File: config.mk
export PLATFORM = sky130hd
export DESIGN_NAME = transaction_responder
export DESIGN_NICKNAME = d
export VERILOG_FILES = /design/src/rtl/transaction_responder.sv
export SDC_FILE = /design/constraint.sdc
export NUM_CORES = 1
export LEC_CHECK = 0
export BUFFER_PORTS_ARGS = -buffer_cell sky130_fd_sc_hd__buf_2
export CORE_MARGIN = 5
export CORE_UTILIZATION = 30
export DETAILED_ROUTE_END_ITERATION = 10
export GPL_TIMING_DRIVEN = 1
export PLACE_DENSITY = 0.49
export RECOVER_POWER = 50
export SYNTH_ARGS = -nofsm -noshare
export SYNTH_HDL_FRONTEND = slang
export SYNTH_SLANG_ARGS = --single-unit
export TNS_END_PERCENT = 5
File: constraint.sdc
create_clock -name clock -period 3.4 [get_ports clock]
set_clock_uncertainty 0.1 [all_clocks]
set_input_delay 0.68 -clock clock [delete_from_list [all_inputs] [get_ports clock]]
set_output_delay 0.68 -clock clock [all_outputs]
set_load 0.01 [all_outputs]
File: src/rtl/transaction_responder.sv
// Responder for the transaction controller: animates travel codes, then runs the
// requested verification step (amount check, signature check, nonce mining, finish).
module transaction_responder #(
  parameter int          TRAVEL_CYCLES = 4,
  parameter int          DIFF_BITS     = 4,
  parameter logic [7:0]  SIG_KEY       = 8'hA5
) (
  input  logic       clock,
  input  logic       resetn,
  input  logic [2:0] step,
  input  logic [2:0] travel,
  input  logic [7:0] balance,
  input  logic [7:0] amount,
  input  logic [7:0] signature,
  input  logic [7:0] sender_id,
  output logic       done_travel,
  output logic       done_step,
  output logic [2:0] travel_pos,
  output logic       busy,
  output logic       amount_ok,
  output logic       sig_ok,
  output logic       mined,
  output logic [7:0] nonce,
  output logic [7:0] new_balance,
  output logic       tx_committed,
  output logic       tx_rejected
);

  typedef enum logic [2:0] {IDLE, TRAVEL, DONE_T, EXEC, MINE, DONE_S} state_t;

  localparam logic [2:0] OP_AMOUNT = 3'b001;
  localparam logic [2:0] OP_SIG    = 3'b010;
  localparam logic [2:0] OP_MINE   = 3'b011;
  localparam logic [2:0] OP_FINISH = 3'b100;
  localparam logic [3:0] CNT_LAST  = 4'(TRAVEL_CYCLES - 1);
  localparam logic [7:0] DIFF_MASK = 8'((1 << DIFF_BITS) - 1);

  state_t     state_q, state_d;
  logic [2:0] op_q, op_d, trav_q, trav_d;
  logic [3:0] cnt_q, cnt_d;
  logic [7:0] nonce_q, nonce_d, nb_q, nb_d;
  logic       aok_q, aok_d, sok_q, sok_d, mined_q, mined_d;
  logic       com_q, com_d, rej_q, rej_d;
  logic [7:0] hash;
  logic       hit;

  // Nibble-swapped nonce keyed by the signature, one candidate per cycle.
  assign hash = (amount ^ nonce_q) + (signature ^ {nonce_q[3:0], nonce_q[7:4]});
  assign hit  = (hash & DIFF_MASK) == 8'd0;

  always_comb begin
    state_d = state_q;
    op_d    = op_q;
    trav_d  = trav_q;
    cnt_d   = cnt_q;
    nonce_d = nonce_q;
    nb_d    = nb_q;
    aok_d   = aok_q;
    sok_d   = sok_q;
    mined_d = mined_q;
    com_d   = com_q;
    rej_d   = rej_q;
    case (state_q)
      IDLE: begin
        if (travel != 3'b000) begin
          state_d = TRAVEL;
          op_d    = step;
          trav_d  = travel;
          cnt_d   = 4'd0;
        end else if (step == OP_FINISH) begin
          state_d = EXEC;
          op_d    = OP_FINISH;
        end else if (op_q == OP_MINE) begin
          state_d = MINE;
          nonce_d = 8'd0;
        end else if (op_q != 3'b000) begin
          state_d = EXEC;
        end
      end
      TRAVEL: begin
        cnt_d = cnt_q + 4'd1;
        // Dropping the travel code aborts the animation and forgets the step.
        if (travel == 3'b000) begin
          state_d = IDLE;
          op_d    = 3'b000;
        end else if (cnt_q == CNT_LAST) begin
          state_d = DONE_T;
        end
      end
      DONE_T: state_d = IDLE;
      EXEC: begin
        case (op_q)
          OP_AMOUNT: begin
            aok_d   = (amount != 8'd0) && (amount <= balance);
            sok_d   = 1'b0;
            mined_d = 1'b0;
            com_d   = 1'b0;
            rej_d   = 1'b0;
            nonce_d = 8'd0;
          end
          OP_SIG: sok_d = (signature == (sender_id ^ SIG_KEY));
          OP_FINISH: begin
            if (aok_q && sok_q && mined_q) begin
              nb_d  = balance - amount;
              com_d = 1'b1;
            end else begin
              rej_d = 1'b1;
            end
          end
          default: ;
        endcase
        state_d = DONE_S;
      end
      MINE: begin
        if (hit) begin
          mined_d = 1'b1;
          state_d = DONE_S;
        end else if (nonce_q == 8'hFF) begin
          mined_d = 1'b0;
          state_d = DONE_S;
        end else begin
          nonce_d = nonce_q + 8'd1;
        end
      end
      DONE_S: begin
        state_d = IDLE;
        op_d    = 3'b000;
      end
      default: state_d = IDLE;
    endcase
  end

  always_ff @(posedge clock) begin
    if (!resetn) begin
      state_q <= IDLE;
      op_q    <= 3'b000;
      trav_q  <= 3'b000;
      cnt_q   <= 4'd0;
      nonce_q <= 8'd0;
      nb_q    <= 8'd0;
      aok_q   <= 1'b0;
      sok_q   <= 1'b0;
      mined_q <= 1'b0;
      com_q   <= 1'b0;
      rej_q   <= 1'b0;
    end else begin
      state_q <= state_d;
      op_q    <= op_d;
      trav_q  <= trav_d;
      cnt_q   <= cnt_d;
      nonce_q <= nonce_d;
      nb_q    <= nb_d;
      aok_q   <= aok_d;
      sok_q   <= sok_d;
      mined_q <= mined_d;
      com_q   <= com_d;
      rej_q   <= rej_d;
    end
  end

  assign done_travel  = (state_q == DONE_T);
  assign done_step    = (state_q == DONE_S);
  assign travel_pos   = (state_q == TRAVEL || state_q == DONE_T) ? trav_q : 3'b000;
  assign busy         = (state_q != IDLE);
  assign amount_ok    = aok_q;
  assign sig_ok       = sok_q;
  assign mined        = mined_q;
  assign nonce        = nonce_q;
  assign new_balance  = nb_q;
  assign tx_committed = com_q;
  assign tx_rejected  = rej_q;

endmodule

==> impl_metrics.py, run 1 <==
metrics = {
    "status": {
        "outcome": "finished with violations",
        "violations": "capacitance limit, slew limit",
    },
    "drt": {
        "via_per_inst": 5.18,
        "route.detailed.drc": 0,
        "ant_nets": 0,
        "wire_per_inst_um": 14.7,
        "drt_iter0_markers": 86,
        "wirelength_mm": 6.78,
        "drtPass1Iterations": 4,
        "num_vias": 2384,
    },
    "sta": {
        "fin_tns_setup_ps": 0,
        "setup_viol": 0,
        "min_period_ps": 3080,
        "fmax_mhz": 324,
        "rsz0062_at_grt": "false",
        "min_period_over_period": 0.907,
        "tightestPinTransition_ps": 1610,
        "report.final.slew_viol_count": 11,
        "hold_viol": 0,
        "timing.slew.headroom": -0.0848,
    },
    "pwr": {
        "ir_drop_mv": 0.155,
        "power.density_nw_per_um2": 438,
        "leakagePower_nw": 1.22,
    },
    "logic_synthesis": {
        "ys.warnings.count": 0,
        "synth_top_area_cell": "dfxtp_1",
        "syn_inst": 292,
        "yosysUniqueCellTypes": 52,
        "ys_top_cells_by_area": "dfxtp_1, ha_1, xor2_1",
        "synth.avg_cell_area_um2": 8.22,
        "synthMostInstantiatedCell": "dfxtp_1",
        "synthTopCellsByCount": "dfxtp_1, nor2_1, inv_1",
        "synth_edf_count": 0,
        "ys.flop_type": "dfxtp_1",
        "synth_top_area_share": 0.283,
        "syn-num-nets": 347,
        "async_flop_share": 0,
        "yosysSeqAreaShare": 0.283,
        "netlist_area_um2": 2400,
        "synth_seq_cells": 34,
    },
    "global_route": {
        "grt_overflow_total": 0,
        "grt_pass1_vias": 2320,
        "grt_pass1_wl_mm": 11.1,
        "grt_max_degree": 25,
        "antenna_found_initial": 0,
        "track_usage": 0.138,
    },
    "critical_path": {
        "crit_arrival_ps": 3190,
        "cp_common_cell": "nand2b_1",
        "slowest_delay_ps": 470,
        "r2r_slack_ps": 350,
        "r2r_end": "new_balance[6]",
        "worstRegToRegCells": 5,
        "worstPathCellList": "buf_2 -> xor2_1 -> ha_1 -> inv_1 -> fa_1 -> nand2b_1 -> a2111oi_0 -> mux2i_1 -> nand2b_1 -> a41oi_1",
        "required_ps": 3510,
        "rr_startpoint": "state_q[0]",
        "startpoint": "amount[0]",
        "path_class": "in -> reg",
        "path_depth": 10,
        "crit_buf_inv": 2,
        "critical_path.top_delay_family": "adder cells",
        "crit_path_end": "nonce[4]",
        "start_kind": "input pin",
        "cp-end-kind": "flip-flop",
        "crit_path_max_fanout": 10,
        "critPathSlowestCell": "fa_1",
    },
    "job": {
        "drv_cap": 1,
    },
    "place": {
        "place_area_um2": 2830,
        "io_buffer_count": 66,
        "place_hpwl_mm": 5.31,
        "place.gp.congestion": 0.794,
    },
    "cells_and_area": {
        "finish.net_count": 412,
        "syn_to_final_growth_pct": 19.0,
        "drive_gt1_frac": 0.187,
        "stdcell_area_um2": 2860,
        "antenna_cells": 0,
    },
    "clock_network": {
        "tritoncts": "built",
        "clock_path_buffers": 2,
        "ctsRootBufferMaster": "clkbuf_8",
        "cts_buffers": 5,
        "clk_latency_ps": 290,
        "cts.sinks": 34,
        "cts_max_level": 2,
        "post_cts_buffers": 0,
        "holdBufCountCts": 0,
        "clk_pin_slew_ps": 80,
        "post_cts_resized": 0,
    },
    "floorplanning": {
        "core_area_um2": 7770,
        "ios": 67,
        "start_util": 0.309,
        "die-area_um2": 9890,
        "rows": 32,
        "die_y_um": 99.5,
        "die_w_um": 99.5,
    },
    "hold_path": {
        "min_path_type": "reg -> reg",
    },
}
## layout make-up
cell class / instances / area [µm²]
Inverter: 18 / 67.6
Sequential cell: 34 / 681
Clock inverter: 2 / 12.5
Fill cell: 840 / 4910
Timing Repair Buffer: 71 / 332
Tap cell: 102 / 128
Multi-Input combinational cell: 227 / 1560
Clock buffer: 6 / 82.6
## how the worst min path moves through the flow
stage / startpoint / endpoint / slack [ps] / depth (start not counted)
3_5_place_dp: new_balance[2] / new_balance[2] / 350 / 2
3_3_place_gp: new_balance[2] / new_balance[2] / 340 / 2
4_1_cts: new_balance[2] / new_balance[2] / 360 / 2
6_report: new_balance[3] / new_balance[3] / 360 / 2
2_1_floorplan: trav_q[0] / trav_q[0] / 360 / 2
5_1_grt: new_balance[2] / new_balance[2] / 380 / 2
## cells in the final DEF, fill, tap and decap left out, types with 6 or more instances in the layout
master / instances
a22oi_1: 7
nor2_1: 24
o21ai_0: 12
clkbuf_8: 6
buf_2: 46
nand3_1: 17
xnor2_1: 8
o21a_1: 6
ha_1: 13
xor2_1: 11
nand2_1: 15
a31oi_1: 6
and3_1: 6
nor2b_1: 6
nand4_1: 6
dfxtp_1: 34
a21oi_1: 17
a41oi_1: 8
nor3_1: 8
inv_1: 18
clkbuf_1: 23
## power breakdown
part | switching (mW) | internal, mW | leakage, nW
sequential | 0.0567 | 0.437 | 0.276
combinational | 0.246 | 0.189 | 0.896
clock | 0.159 | 0.163 | 0.0472
total | 0.461 | 0.790 | 1.22
## worst register-to-register path, delay by kind of cell, from the launching register on
kind	cells	cell delay [ps]
AOI/OAI and AO/OA	1	80
DFF	1	510
and+or+nand+nor	4	2280
## metal layers
| layer | part of all wire | wire [µm] | up-vias | global-route usage |
|---|---|---|---|---|
| li1 | - | - | 1205 | - |
| met1 | 0.49 | 3300 | 1110 | 0.191 |
| met2 | 0.45 | 3040 | 61 | 0.218 |
| met3 | 0.049 | 332 | 8 | 0.0288 |
| met4 | 0.016 | 107 | 0 | 0.0378 |
| met5 | 0 | 0 | - | 0 |
## stage by stage
step                      hold slack [ps]  power (mW)  setup WS [ps]   util  instances
after floorplan                       358       0.830            659      -        292
after global placement                336       0.954            123  0.364        452
after detailed placement              347       0.953           10.8  0.364        452
after CTS                             357        1.28            301  0.376        460
after global routing                  384        1.35           90.8  0.368        460
final                                 355        1.25            317  0.368        460
## sequential cells by signal, indices dropped and copies added (netlist names), 3 cells and up
register and cells:
new_balance 8, cnt_q 4, op_q 3, state_q 3, nonce 8, trav_q 3
## kinds of logic (layout without fill, tap and decap cells)
group	after synthesis	after routing	synth area share
and+or+nand+nor	110	110	0.255
xor gates and xnor gates	19	19	0.0693
muxes	2	2	0.00834
DFF	34	34	0.283
buffers and inverters	31	97	0.0573
AOI/OAI and AO/OA	81	81	0.242
adders and majority gates	15	15	0.0844
No activity file was read; power rests on OpenSTA's default activity.
==> run 2: changes to the inputs <==
--- a/config.mk
+++ b/config.mk
@@ -5,6 +5,7 @@
 export SDC_FILE = /design/constraint.sdc
 export NUM_CORES = 1
 export LEC_CHECK = 0
+export ABC_AREA = 1
 export BUFFER_PORTS_ARGS = -buffer_cell sky130_fd_sc_hd__buf_2
 export CORE_MARGIN = 5
 export CORE_UTILIZATION = 30
@@ -12,6 +13,7 @@
 export GPL_TIMING_DRIVEN = 1
 export PLACE_DENSITY = 0.49
 export RECOVER_POWER = 50
+export REMOVE_ABC_BUFFERS = 1
 export SYNTH_ARGS = -nofsm -noshare
 export SYNTH_HDL_FRONTEND = slang
 export SYNTH_SLANG_ARGS = --single-unit
==> impl_metrics.py, run 2 <==
metrics = {
    "place": {
        "place_hpwl_mm": 5.32,
        "place.gp.congestion": 0.807,
        "place_area_um2": 2890,
        "io_buffer_count": 66,
    },
    "floorplanning": {
        "rows": 33,
        "die-area_um2": 10200,
        "die_y_um": 101,
        "core_area_um2": 8130,
        "start_util": 0.305,
        "ios": 67,
        "die_w_um": 101,
    },
    "clock_network": {
        "cts_max_level": 2,
        "clock_path_buffers": 2,
        "tritoncts": "built",
        "clk_pin_slew_ps": 80,
        "post_cts_buffers": 0,
        "ctsRootBufferMaster": "clkbuf_8",
        "cts_buffers": 5,
        "cts.sinks": 34,
        "holdBufCountCts": 0,
        "post_cts_resized": 0,
        "clk_latency_ps": 290,
    },
    "sta": {
        "fin_tns_setup_ps": 0,
        "hold_viol": 0,
        "fmax_mhz": 394,
        "tightestPinTransition_ps": 1010,
        "rsz0062_at_grt": "false",
        "min_period_ps": 2540,
        "setup_viol": 0,
        "timing.slew.headroom": 0.324,
        "report.final.slew_viol_count": 0,
        "min_period_over_period": 0.747,
    },
    "cells_and_area": {
        "antenna_cells": 0,
        "utilization": 0.368,
        "syn_to_final_growth_pct": 20.7,
        "finish.net_count": 493,
        "stdcell_area_um2": 2990,
        "final_cell_mix": "nand2_1, inv_1, buf_2, nor2_1, a21oi_1",
        "mostFrequentLayoutCell": "nand2_1",
        "drive_gt1_frac": 0.159,
    },
    "critical_path": {
        "rr_startpoint": "nonce[4]",
        "critPathSlowestCell": "fa_1",
        "worstPathCellList": "buf_2 -> xor2_1 -> ha_1 -> inv_1 -> fa_1 -> nand2_1 -> a21oi_1 -> nand4_2 -> nand2_4 -> nand2_1 -> a21oi_1",
        "crit_buf_inv": 2,
        "slowest_delay_ps": 470,
        "r2r_end": "nonce[4]",
        "r2r_slack_ps": 910,
        "crit_arrival_ps": 2660,
        "worstRegToRegCells": 10,
        "path_class": "in -> reg",
        "start_kind": "input pin",
        "critical_path.top_delay_family": "adder cells",
        "crit_path_max_fanout": 9,
        "cp-end-kind": "flip-flop",
        "required_ps": 3520,
    },
    "hold_path": {
        "min_to": "trav_q[0]",
        "min_path_type": "reg -> reg",
        "whs_path_depth": 2,
        "worstHoldStart": "trav_q[0]",
    },
    "global_route": {
        "grt_pass1_vias": 2385,
        "antenna_found_initial": 0,
        "grt_pass1_wl_mm": 11.0,
        "grt_overflow_total": 0,
        "track_usage": 0.134,
        "grt_max_degree": 21,
    },
    "logic_synthesis": {
        "ys_top_cells_by_area": "dfxtp_1, nand2_1, inv_1",
        "async_flop_share": 0,
        "synth_edf_count": 0,
        "synth.avg_cell_area_um2": 6.69,
        "ys.flop_type": "dfxtp_1",
        "synth_seq_cells": 34,
        "synth_top_area_share": 0.274,
        "synthTopCellsByCount": "nand2_1, inv_1, nor2_1",
        "ys.warnings.count": 0,
        "netlist_area_um2": 2480,
        "syn_inst": 371,
        "yosysUniqueCellTypes": 39,
        "synthMostInstantiatedCell": "nand2_1",
        "synth_top_area_cell": "dfxtp_1",
        "yosysSeqAreaShare": 0.274,
    },
    "drt": {
        "dr.max_layer_used": "met4",
        "wl_met2_mm": 3.02,
        "wl_met3_um": 405,
        "wire_per_inst_um": 12.3,
        "via_per_inst": 4.72,
        "ant_nets": 0,
        "wirelength_mm": 6.70,
        "wl_met1_mm": 3.20,
        "drt_iter0_markers": 78,
        "num_vias": 2566,
        "drtPass1Iterations": 4,
        "route.detailed.drc": 0,
    },
    "pwr": {
        "p_seq_frac": 0.318,
        "ir_drop_mv": 0.234,
        "p_sw_frac": 0.393,
        "leakagePower_nw": 1.42,
        "p_total_mw": 1.59,
        "power.net_switching_mw": 0.624,
        "power_frac_comb": 0.395,
        "clockPowerShare": 0.287,
        "power.density_nw_per_um2": 530,
        "internal_power_mw": 0.963,
    },
    "job": {
        "drv_cap": 0,
    },
    "status": {
        "outcome": "completed",
    },
}
-- run 2: cell types whose count changed in the layout (fill, tap and decap cells not counted), moves of 5 or more --
cell      delta
a41oi_1      -8
nand2b_1     -5
nor2_1      +17
a21oi_1     +19
o21a_1       -5
a31oi_1      -5
a22oi_1      -7
a21o_1       -5
nand2_1     +59
inv_1       +39
nor2b_1      -6
o21ai_0      +9
and3_1       -6
-- run 2: worst max-delay path by stage --
stage	startpoint	endpoint	slack, ps	cells after the start
6_report	signature[0]	nonce[4]	860	11
2_1_floorplan	amount[0]	nonce[3]	980	10
3_3_place_gp	signature[0]	nonce[3]	590	11
5_1_grt	signature[0]	nonce[1]	640	11
3_5_place_dp	signature[0]	nonce[1]	580	11
4_1_cts	signature[0]	nonce[1]	880	11
-- run 2: metal layers --
layer / up-vias / GRT usage
met2: 68 / 0.217
met4: 0 / 0.0337
met1: 1161 / 0.181
met5: - / 0
li1: 1330 / -
met3: 7 / 0.0277
-- run 2: cells by family after synthesis --
logic type,share of synthesized area
AO/OA/AOI/OAI,0.148
adder cells (fa/ha/maj),0.0817
XOR/XNOR,0.0635
AND/OR/NAND/NOR,0.317
buffers and inverters,0.115
flip-flops,0.274
-- run 2: worst register-to-register path, stage by stage, from the launching register on --
cell     delay, ps
dfxtp_1        430
xor2_1         240
ha_1           210
inv_1           50
fa_1           470
nand2_1         50
a21oi_1        190
nand4_2        300
nand2_4        200
nand2_1         60
a21oi_1        120
-- run 2: area by class of cell --
cell class                 instances  area, µm²
clock buffer                       5       68.8
clock inverter                     3       68.8
fill                             900       5140
inverter                          61        229
multi-input combinational        270       1510
sequential                        34        681
tap                              105        131
timing repair buffer              66        303
-- run 2: power groups by stage --
stage / logic (mW) / clock network (mW) / registers [mW]
CTS: 0.635 / 0.464 / 0.506
floorplan: 0.461 / 0 / 0.507
finish: 0.627 / 0.455 / 0.505
global placement: 0.633 / 0 / 0.513
global route: 0.724 / 0.482 / 0.513
detailed placement: 0.632 / 0 / 0.515
-- run 2: stage by stage --
stage / worst slack, ps / cells / hold WS (ps)
floorplan: 978 / 365 / 339
global placement: 592 / 536 / 350
detailed placement: 577 / 536 / 356
CTS: 883 / 544 / 367
global route: 645 / 544 / 392
finish: 861 / 544 / 361
